## src/rtl/br_fifo_shared_pstatic_config_ctrl_if.sv

```systemverilog
// Configuration interface of the shared pseudo-static multi-FIFO.
// The requester/datapath side uses the master modport; the sequencer uses the slave modport.
interface br_fifo_shared_pstatic_config_ctrl_if #(
   parameter int NumFifos = 2,
   parameter int Depth    = 3
);
   localparam int CountWidth = $clog2(Depth + 1);
   localparam int AddrWidth  = ($clog2(Depth) < 1) ? 1 : $clog2(Depth);

   logic                             cfg_req_valid;
   logic                             cfg_req_ready;
   logic [NumFifos*CountWidth-1:0]   cfg_req_size;
   logic [NumFifos-1:0]              fifo_empty;
   logic                             datapath_hold;
   logic                             config_valid;
   logic                             config_error;
   logic [NumFifos*CountWidth-1:0]   config_size;
   logic [NumFifos*AddrWidth-1:0]    config_base;
   logic [NumFifos*AddrWidth-1:0]    config_bound;
   logic [NumFifos*CountWidth-1:0]   credit_initial;

   modport master (
      output cfg_req_valid, cfg_req_size, fifo_empty,
      input  cfg_req_ready, datapath_hold, config_valid, config_error,
             config_size, config_base, config_bound, credit_initial
   );

   modport slave (
      input  cfg_req_valid, cfg_req_size, fifo_empty,
      output cfg_req_ready, datapath_hold, config_valid, config_error,
             config_size, config_base, config_bound, credit_initial
   );
endinterface

```

## src/rtl/br_fifo_shared_pstatic_config_ctrl.sv

```systemverilog
// Runtime configuration sequencer for the shared pseudo-static multi-FIFO.
// Accepts a per-FIFO size vector, quiesces the datapath, waits for every FIFO
// to drain, lays the regions out back-to-back one FIFO per cycle, then commits
// the new layout atomically or rejects it and keeps the previous one.
module br_fifo_shared_pstatic_config_ctrl #(
   parameter int NumFifos = 2,
   parameter int Depth    = 3
) (
   input logic                               clk,
   input logic                               rst_n,
   br_fifo_shared_pstatic_config_ctrl_if.slave cfg
);
   localparam int AddrWidth   = ($clog2(Depth) < 1) ? 1 : $clog2(Depth);
   localparam int CountWidth  = $clog2(Depth + 1);
   localparam int IdxWidth    = ($clog2(NumFifos) < 1) ? 1 : $clog2(NumFifos);
   localparam int AccWidth    = CountWidth + 1;
   localparam int SizePerFifo = Depth / NumFifos;
   localparam int Remainder   = Depth % NumFifos;
   localparam logic [IdxWidth-1:0] LastIdx = IdxWidth'(NumFifos - 1);

   if (NumFifos < 1 || Depth < NumFifos) begin : g_bad_params
      $error("br_fifo_shared_pstatic_config_ctrl: need NumFifos >= 1 and Depth >= NumFifos");
   end

   typedef enum logic [1:0] {
      ST_ACTIVE,
      ST_DRAIN,
      ST_COMPUTE,
      ST_CHECK
   } state_t;

   // Even-split reset layout; the last FIFO absorbs the remainder.
   function automatic int default_size(int i);
      return (i == NumFifos - 1) ? SizePerFifo + Remainder : SizePerFifo;
   endfunction

   state_t state_q, next_state;

   logic [IdxWidth-1:0]                    idx_q;
   logic [AccWidth-1:0]                    acc_q;
   logic                                   err_q;
   logic [NumFifos-1:0][CountWidth-1:0]    shadow_size;
   logic [NumFifos-1:0][AddrWidth-1:0]     shadow_base;
   logic [NumFifos-1:0][AddrWidth-1:0]     shadow_bound;

   logic                                   ready_q;
   logic                                   hold_q;
   logic                                   valid_q;
   logic                                   error_q;
   logic [NumFifos-1:0][CountWidth-1:0]    size_q;
   logic [NumFifos-1:0][AddrWidth-1:0]     base_q;
   logic [NumFifos-1:0][AddrWidth-1:0]     bound_q;

   logic                                   accept;
   logic                                   all_empty;
   logic [CountWidth-1:0]                  cur_size;
   logic [AccWidth-1:0]                    sum_full;
   logic [AccWidth-1:0]                    acc_next;
   logic                                   step_err;

   assign accept    = cfg.cfg_req_valid && ready_q;
   assign all_empty = &cfg.fifo_empty;

   // Layout arithmetic for the FIFO currently being placed.
   always_comb begin
      // NOTE: every signal assigned in this block gets a default first, so no latch can be inferred.
      cur_size = shadow_size[idx_q];
      sum_full = acc_q + AccWidth'(cur_size);
      acc_next = sum_full;
      if (sum_full > AccWidth'(Depth + 1)) acc_next = AccWidth'(Depth + 1);
      step_err = (cur_size == '0) || (sum_full > AccWidth'(Depth));
   end

   // Sequencer state register.
   always_ff @(posedge clk or negedge rst_n) begin
      // NOTE: sequential state uses non-blocking assignments so every register samples pre-edge values.
      if (!rst_n) state_q <= ST_ACTIVE;
      else        state_q <= next_state;
   end

   // Next-state decode.
   always_comb begin
      next_state = state_q;
      unique case (state_q)
         ST_ACTIVE:  if (accept)           next_state = ST_DRAIN;
         ST_DRAIN:   if (all_empty)        next_state = ST_COMPUTE;
         ST_COMPUTE: if (idx_q == LastIdx) next_state = ST_CHECK;
         ST_CHECK:                         next_state = ST_ACTIVE;
         default:                          next_state = ST_ACTIVE;
      endcase
   end

   // Shadow layout, committed layout and registered status outputs.
   always_ff @(posedge clk or negedge rst_n) begin
      if (!rst_n) begin
         // NOTE: the shadow registers are fully rewritten before use but are still reset, so the
         // layout path never carries X and an abandoned request leaves no trace.
         idx_q        <= '0;
         acc_q        <= '0;
         err_q        <= 1'b0;
         shadow_size  <= '0;
         shadow_base  <= '0;
         shadow_bound <= '0;
         ready_q      <= 1'b1;
         hold_q       <= 1'b0;
         valid_q      <= 1'b1;
         error_q      <= 1'b0;
         for (int i = 0; i < NumFifos; i++) begin
            size_q[i]  <= CountWidth'(default_size(i));
            base_q[i]  <= AddrWidth'(i * SizePerFifo);
            bound_q[i] <= AddrWidth'(i * SizePerFifo + default_size(i) - 1);
         end
      end else begin
         unique case (state_q)
            ST_ACTIVE: begin
               if (accept) begin
                  shadow_size <= cfg.cfg_req_size;
                  hold_q      <= 1'b1;
                  valid_q     <= 1'b0;
                  error_q     <= 1'b0;
               end
            end
            ST_DRAIN: begin
               if (all_empty) begin
                  idx_q <= '0;
                  acc_q <= '0;
                  err_q <= 1'b0;
               end
            end
            ST_COMPUTE: begin
               shadow_base[idx_q]  <= AddrWidth'(acc_q);
               shadow_bound[idx_q] <= AddrWidth'(sum_full - AccWidth'(1));
               err_q               <= err_q | step_err;
               acc_q               <= acc_next;
               if (idx_q != LastIdx) idx_q <= idx_q + IdxWidth'(1);
            end
            ST_CHECK: begin
               if (!err_q) begin
                  size_q  <= shadow_size;
                  base_q  <= shadow_base;
                  bound_q <= shadow_bound;
               end else begin
                  error_q <= 1'b1;
               end
               valid_q <= 1'b1;
               hold_q  <= 1'b0;
            end
            default: ;
         endcase
         ready_q <= (next_state == ST_ACTIVE);
      end
   end

   assign cfg.cfg_req_ready  = ready_q;
   assign cfg.datapath_hold  = hold_q;
   assign cfg.config_valid   = valid_q;
   assign cfg.config_error   = error_q;
   assign cfg.config_size    = size_q;
   assign cfg.config_base    = base_q;
   assign cfg.config_bound   = bound_q;
   assign cfg.credit_initial = size_q;

   // A committed config never coexists with a held datapath.
   a_valid_not_hold: assert property (@(posedge clk) disable iff (!rst_n) valid_q |-> !hold_q);

   // The datapath is quiesced right after a request is taken.
   a_hold_after_accept: assert property (@(posedge clk) disable iff (!rst_n) accept |=> hold_q);

   // A committed layout is frozen while it is in force.
   a_config_stable: assert property (@(posedge clk) disable iff (!rst_n)
      valid_q |=> ($stable(size_q) && $stable(base_q) && $stable(bound_q)));

   // Committed regions are ordered, non-overlapping and inside the RAM.
   for (genvar g = 0; g < NumFifos; g++) begin : g_region_chk
      a_bound_in_ram: assert property (@(posedge clk) disable iff (!rst_n)
         valid_q |-> (int'(bound_q[g]) < Depth && base_q[g] <= bound_q[g]));
      if (g < NumFifos - 1) begin : g_next
         a_no_overlap: assert property (@(posedge clk) disable iff (!rst_n)
            valid_q |-> (bound_q[g] < base_q[g+1]));
      end
   end
endmodule

```

## src/flat_wrapper.sv

```systemverilog
// flat-port wrapper written by rule: the top's interface ports become plain ports
module br_fifo_shared_pstatic_config_ctrl_flat 
#(
   parameter int NumFifos = 2,
   parameter int Depth    = 3
)
  (clk, rst_n, cfg_cfg_req_valid, cfg_cfg_req_size, cfg_fifo_empty, cfg_cfg_req_ready, cfg_datapath_hold, cfg_config_valid, cfg_config_error, cfg_config_size, cfg_config_base, cfg_config_bound, cfg_credit_initial);
  br_fifo_shared_pstatic_config_ctrl_if #(.NumFifos(NumFifos), .Depth(Depth)) cfg_i ();
  input logic clk;
  input logic rst_n;
  input wire logic [$bits(cfg_i.cfg_req_valid)-1:0] cfg_cfg_req_valid;
  input wire logic [$bits(cfg_i.cfg_req_size)-1:0] cfg_cfg_req_size;
  input wire logic [$bits(cfg_i.fifo_empty)-1:0] cfg_fifo_empty;
  output wire logic [$bits(cfg_i.cfg_req_ready)-1:0] cfg_cfg_req_ready;
  output wire logic [$bits(cfg_i.datapath_hold)-1:0] cfg_datapath_hold;
  output wire logic [$bits(cfg_i.config_valid)-1:0] cfg_config_valid;
  output wire logic [$bits(cfg_i.config_error)-1:0] cfg_config_error;
  output wire logic [$bits(cfg_i.config_size)-1:0] cfg_config_size;
  output wire logic [$bits(cfg_i.config_base)-1:0] cfg_config_base;
  output wire logic [$bits(cfg_i.config_bound)-1:0] cfg_config_bound;
  output wire logic [$bits(cfg_i.credit_initial)-1:0] cfg_credit_initial;
  assign cfg_i.cfg_req_valid = cfg_cfg_req_valid;
  assign cfg_i.cfg_req_size = cfg_cfg_req_size;
  assign cfg_i.fifo_empty = cfg_fifo_empty;
  assign cfg_cfg_req_ready = cfg_i.cfg_req_ready;
  assign cfg_datapath_hold = cfg_i.datapath_hold;
  assign cfg_config_valid = cfg_i.config_valid;
  assign cfg_config_error = cfg_i.config_error;
  assign cfg_config_size = cfg_i.config_size;
  assign cfg_config_base = cfg_i.config_base;
  assign cfg_config_bound = cfg_i.config_bound;
  assign cfg_credit_initial = cfg_i.credit_initial;
  br_fifo_shared_pstatic_config_ctrl #(.NumFifos(NumFifos), .Depth(Depth)) u_core (.clk(clk), .rst_n(rst_n), .cfg(cfg_i));
endmodule
```

## config.mk

```make
export PLATFORM = sky130hd
export DESIGN_NAME = br_fifo_shared_pstatic_config_ctrl_flat
export DESIGN_NICKNAME = d
export VERILOG_FILES = /design/src/rtl/br_fifo_shared_pstatic_config_ctrl_if.sv /design/src/rtl/br_fifo_shared_pstatic_config_ctrl.sv /design/src/flat_wrapper.sv
export SDC_FILE = /design/constraint.sdc
export NUM_CORES = 1
export LEC_CHECK = 0
export CAP_MARGIN = 10
export CORE_MARGIN = 8
export CORE_UTILIZATION = 40
export DETAILED_ROUTE_END_ITERATION = 8
export HOLD_SLACK_MARGIN = 0.08
export PLACE_DENSITY_LB_ADDON = 0.1
export SLEW_MARGIN = 20
export SYNTH_ARGS = -nofsm -noshare
export SYNTH_HDL_FRONTEND = slang
export SYNTH_SLANG_ARGS = --single-unit
```

## constraint.sdc

```tcl
create_clock -name clk -period 2.8 [get_ports clk]
set_clock_uncertainty 0.05 [all_clocks]
set_input_delay 0.28 -clock clk [delete_from_list [all_inputs] [get_ports clk]]
set_output_delay 0.28 -clock clk [all_outputs]
set_load 0.1 [all_outputs]
```

[Word-level counts from Yosys, hierarchy flattened]
Index checks and enable logic that the tools add are counted.
Storage, ports and cells
  bits in registers: 35
Cells by class
  $add $sub $neg: 3
  magnitude comparators: 4
  equal/unequal tests: 6
  muxes and demuxes: 23
  bitwise gates (word level): 2
  reductions and logical operators: 14
Operators by type and width (count)
  $mux W2: 6
  $pmux W1 S2: 5
  $reduce_and A2 Y1: 5
  $bwmux W4: 2
  $pmux W2 S4: 1
  $logic_not A2 Y1: 3
  $mux W3: 2
  $ne A2 B1 Y1 const B: 3
  $pmux W3 S2: 1
  $mux W1: 5
  $eq A2 B2 Y1 const B: 2
  $reduce_bool A2 Y1: 2
  $add A3 B2 Y3: 1
  $gt A3 B2 Y1 const B: 1
  $gt A3 B3 Y1 const B: 1
  $reduce_and A3 Y1: 1
  $demux W2 S1: 1
  $eq A2 B1 Y1 const B: 1
  $logic_and A1 B1 Y1: 2
  $lt A1 B2 Y1 const B: 1
  $sub A2 B1 Y2 const B: 1
  $add A1 B1 Y1 const B: 1
  $ge A1 B1 Y1 const B: 1
  $logic_or A1 B1 Y1: 1
  other kinds (2): 2

[Logic depth before layout (Yosys ltp)]
  word-level depth: 7
  gate-level depth with buffers: 8
  mapped depth without buffers: 7

[Worst setup path before layout]
OpenSTA, ideal clock, no wires.
  kind: reg2reg
  start: register u_core.idx_q
  end: register u_core.acc_q[1]
  setup time: 122 ps
  arrival: 2024 ps
  slack: 604 ps
  cell stages (with the launch flop): 9
  buffers on the path: 1
  cell sequence: dfrtp_1 > buf_6 > mux2_2 > ha_1 > fa_1 > inv_1 > ha_1 > nand2b_1 > a32o_1
On the way
  longest elaborated chain between the ends: 6
RTL lines
  start: declaration: RTL line br_fifo_shared_pstatic_config_ctrl.sv:39  | logic [IdxWidth-1:0] idx_q;
  start signal: assignment: RTL line br_fifo_shared_pstatic_config_ctrl.sv:135  | if (idx_q != LastIdx) idx_q <= idx_q + IdxWidth'(1);
  $mux W2 (not written as such) * (2 in series): RTL line br_fifo_shared_pstatic_config_ctrl.sv:67  | cur_size = shadow_size[idx_q];
  $add A3 B2 Y3 *: RTL line br_fifo_shared_pstatic_config_ctrl.sv:68  | sum_full = acc_q + AccWidth'(cur_size);
  $gt A3 B3 Y1: RTL line br_fifo_shared_pstatic_config_ctrl.sv:70  | if (sum_full > AccWidth'(Depth + 1)) acc_next = AccWidth'(Depth + 1);
  $mux W3 *: RTL line br_fifo_shared_pstatic_config_ctrl.sv:70
  $pmux W3 S2 *: RTL line br_fifo_shared_pstatic_config_ctrl.sv:114  | unique case (state_q)
  end signal: assignment: RTL line br_fifo_shared_pstatic_config_ctrl.sv:134  | acc_q <= acc_next;
  end: declaration: RTL line br_fifo_shared_pstatic_config_ctrl.sv:40  | logic [AccWidth-1:0] acc_q;
Mark *: on every way between the ends. The rest lies on a longest branch, timed or not. The select of a mux whose other input is x is not followed.
A chain may end at the register's enable or synchronous reset.

[Worst setup path after layout]
Ends and elaborated chain as after synthesis.

==> summary.txt <==
Logic synthesis
  • Syn Nets: about 150
  • Yosys warns: 0
  • Syn Area/Cell: 12.2 um2
  • Netlist cell types: 29
  • Flops & latches, synth: 35
  • Synth Flop Type: dfrtp_1
  • Part of the Yosys area used for sequential elements: 54.3%
  • FFs w/ async S/R, synth: between 90% and 100%
  • Netlist Area Pre-Place: 1630 um2
  • Synthesized instance count: 133
  • Post-synth EDFFs: 0

Flow run
  • Max_cap viols: 0

Clock tree
  • Num CTS Buffers: 5
  • Sink Count: 35
  • Clk Latency, worst-skew pair: ~0.28 ns
  • CTS tree: built
  • Postcts setup bufs: 0
  • Resized cells post-CTS: 0
  • CTS Hold Bufs: 0
  • CTS clk-pin slew, worst paths: 0.07 ns
  • CTS root buf: clkbuf_8
  • CTS Buffer Depth: 2
  • Number of H-tree levels: 2

Status
  • Status: completed

STA
  • Number of endpoints failing setup at the final stage: 0
  • Slew headroom: 57.9%
  • Fin. Hold Viols: 0
  • Setup TNS: 0 ns
  • Fin crit share: about 84%
  • Unrepaired setup endpoints after global routing: no
  • Final Critical Period: 2.36 ns
  • Worst-Margin Slew: 0.631 ns
  • Final Max Slew Viols: 0
  • Maximum clock rate: ~420 MHz

Global route
  • Peak-usage layer in the global routing report: met2
  • Initial antenna violation count: 0
  • Met1 Track Usage GR: 12.8%
  • Largest net degree at the start of global routing: 36
  • Met3 Resource Use GR: around 4.2%
  • Number of global-route vias before repair: 1077
  • First-pass GRT wire length: 5130 um
  • GRT Overall Usage: 10.4%
  • Aggregate global routing overflow: 0
  • Met2 Usage GRT: 15.9%

Place
  • Routability Congestion: 0.814
  • Dpl hpwl: around 2300 um
  • IO buf count: 28

Worst setup path
  • CP required: 2.92 ns
  • Critical Path AT: ~2.5 ns
  • Worst setup EP type: register
  • CP Max Fanout: 8
  • Crit Path Class: register to register
  • Crit start category: register

Cells and area
  • N_diodes: 0
  • Area growth syn-to-layout: 20.1%
  • Layout cells sized above 1: 33.7%
  • Most frequent cells in the layout: dfrtp_1 (29), mux2_2 (22), buf_4 (21)
  • Nets: 180
  • Final core occ: 49.2%
  • Leading cell type in the layout, fill and taps excluded: dfrtp_1

Floorplan
  • Initial core utilization: 41.0%
  • Die footprint: 6370 um2
  • Die Wd: 79.8 um
  • Height of the die: between 70 and 80 um
  • # IOs: 29
  • CORE AREA: ~4000 um2
  • # rows: 23

Detailed routing
  • Pre-antenna DRT Iters: 4
  • Starting DRC count in detailed routing: 44
  • DR vias/cell: 5.03
  • Average wire per standard cell: 14.3 um
  • DRC violations left: 0
  • Vias post-DR: 1072
  • Drt total wl: 3050 um
  • Final ANT Viol Nets: 0

Worst hold path
  • Worst hold path class: primary input to asynchronous set/reset pin
[sequential cells by signal, indices dropped and copies added (netlist names)]
signal	flops
u_core.shadow_size	4
u_core.cfg.config_base	4
u_core.err_q	1
u_core.cfg.config_bound	4
u_core.shadow_bound	4
u_core.shadow_base	4
u_core.cfg.config_size	4
u_core.cfg.config_valid	1
u_core.state_q	2
u_core.idx_q	1
u_core.cfg.config_error	1
u_core.cfg.cfg_req_ready	1
u_core.cfg.datapath_hold	1
u_core.acc_q	3
[layer usage]
layer	wire, um	vias to the layer above
met1	1390	516
li1	-	522
met4	52	0
met5	0	-
met2	1380	28
met3	224	6
[synthesized netlist by cell type (all sizes together), types with 2 or more instances]
master	number	area (um2)
nand2b	5	31.3
mux2	22	248
buf	7	53.8
dfstp	6	158
nor2	5	18.8
a31oi	2	12.5
a22o	3	26.3
a21oi	7	35.0
o21ai	7	35.0
dfrtp	29	726
nand2	10	37.5
inv	6	22.5
nor3	2	10.0
ha	8	100
nand3	2	10.0
[layout make-up]
| class | instances | area, um2 |
|---|---|---|
| repair buffers | 29 | 238 |
| inverters | 6 | 22.5 |
| flip-flops and latches | 35 | 883 |
| well taps | 50 | 62.6 |
| clock inverters | 1 | 5.00 |
| fillers | 358 | 2020 |
| multi-input cells | 85 | 668 |
| clock buffers | 7 | 76.3 |
[worst max-delay path: stages (launching register included)]
cell and delay (ns):
dfrtp_1 0.47, mux2_2 0.37, ha_1 0.19, fa_1 0.53, inv_1 0.08, ha_1 0.18, nand2b_1 0.14, a32o_1 0.25
[worst paths after layout]
path                                        start                        to  slack (ns)  cells after the start
setup / recovery                     u_core.idx_q           u_core.acc_q[1]        0.44                      7
hold / removal                              rst_n     u_core.shadow_size[1]        0.36                      2
setup reg to reg                     u_core.idx_q           u_core.acc_q[1]        0.44                      7
hold reg to reg            u_core.shadow_bound[3]    u_core.shadow_bound[3]        0.43                      2
max in group asynchronous                   rst_n  u_core.cfg.cfg_req_ready        2.00                      2
min in group clk           u_core.shadow_bound[3]    u_core.shadow_bound[3]        0.43                      2
[per-stage QoR]
step / hold WS, ns / setup slack, ns / instance area (um2) / std cells
finish: 0.364 / 0.438 / 1960 / 213
global route: 0.408 / 0.330 / 1960 / 213
CTS: 0.377 / 0.426 / 1960 / 213
detailed placement: 0.417 / 0.453 / 1870 / 205
global placement: 0.413 / 0.551 / 1870 / 205
floorplan: -0.0656 / 0.604 / 1630 / 133
[logic make-up after synthesis]
family	synth area share [%]
flops	54.3
mux	15.8
compound gates	9.61
fa+ha+maj	7.38
simple gates	8.23
buf+inv	4.69
Power is left out: the tool's default activity adds up to more than one toggle a clock period on the data nets, which glitch-free logic cannot reach.
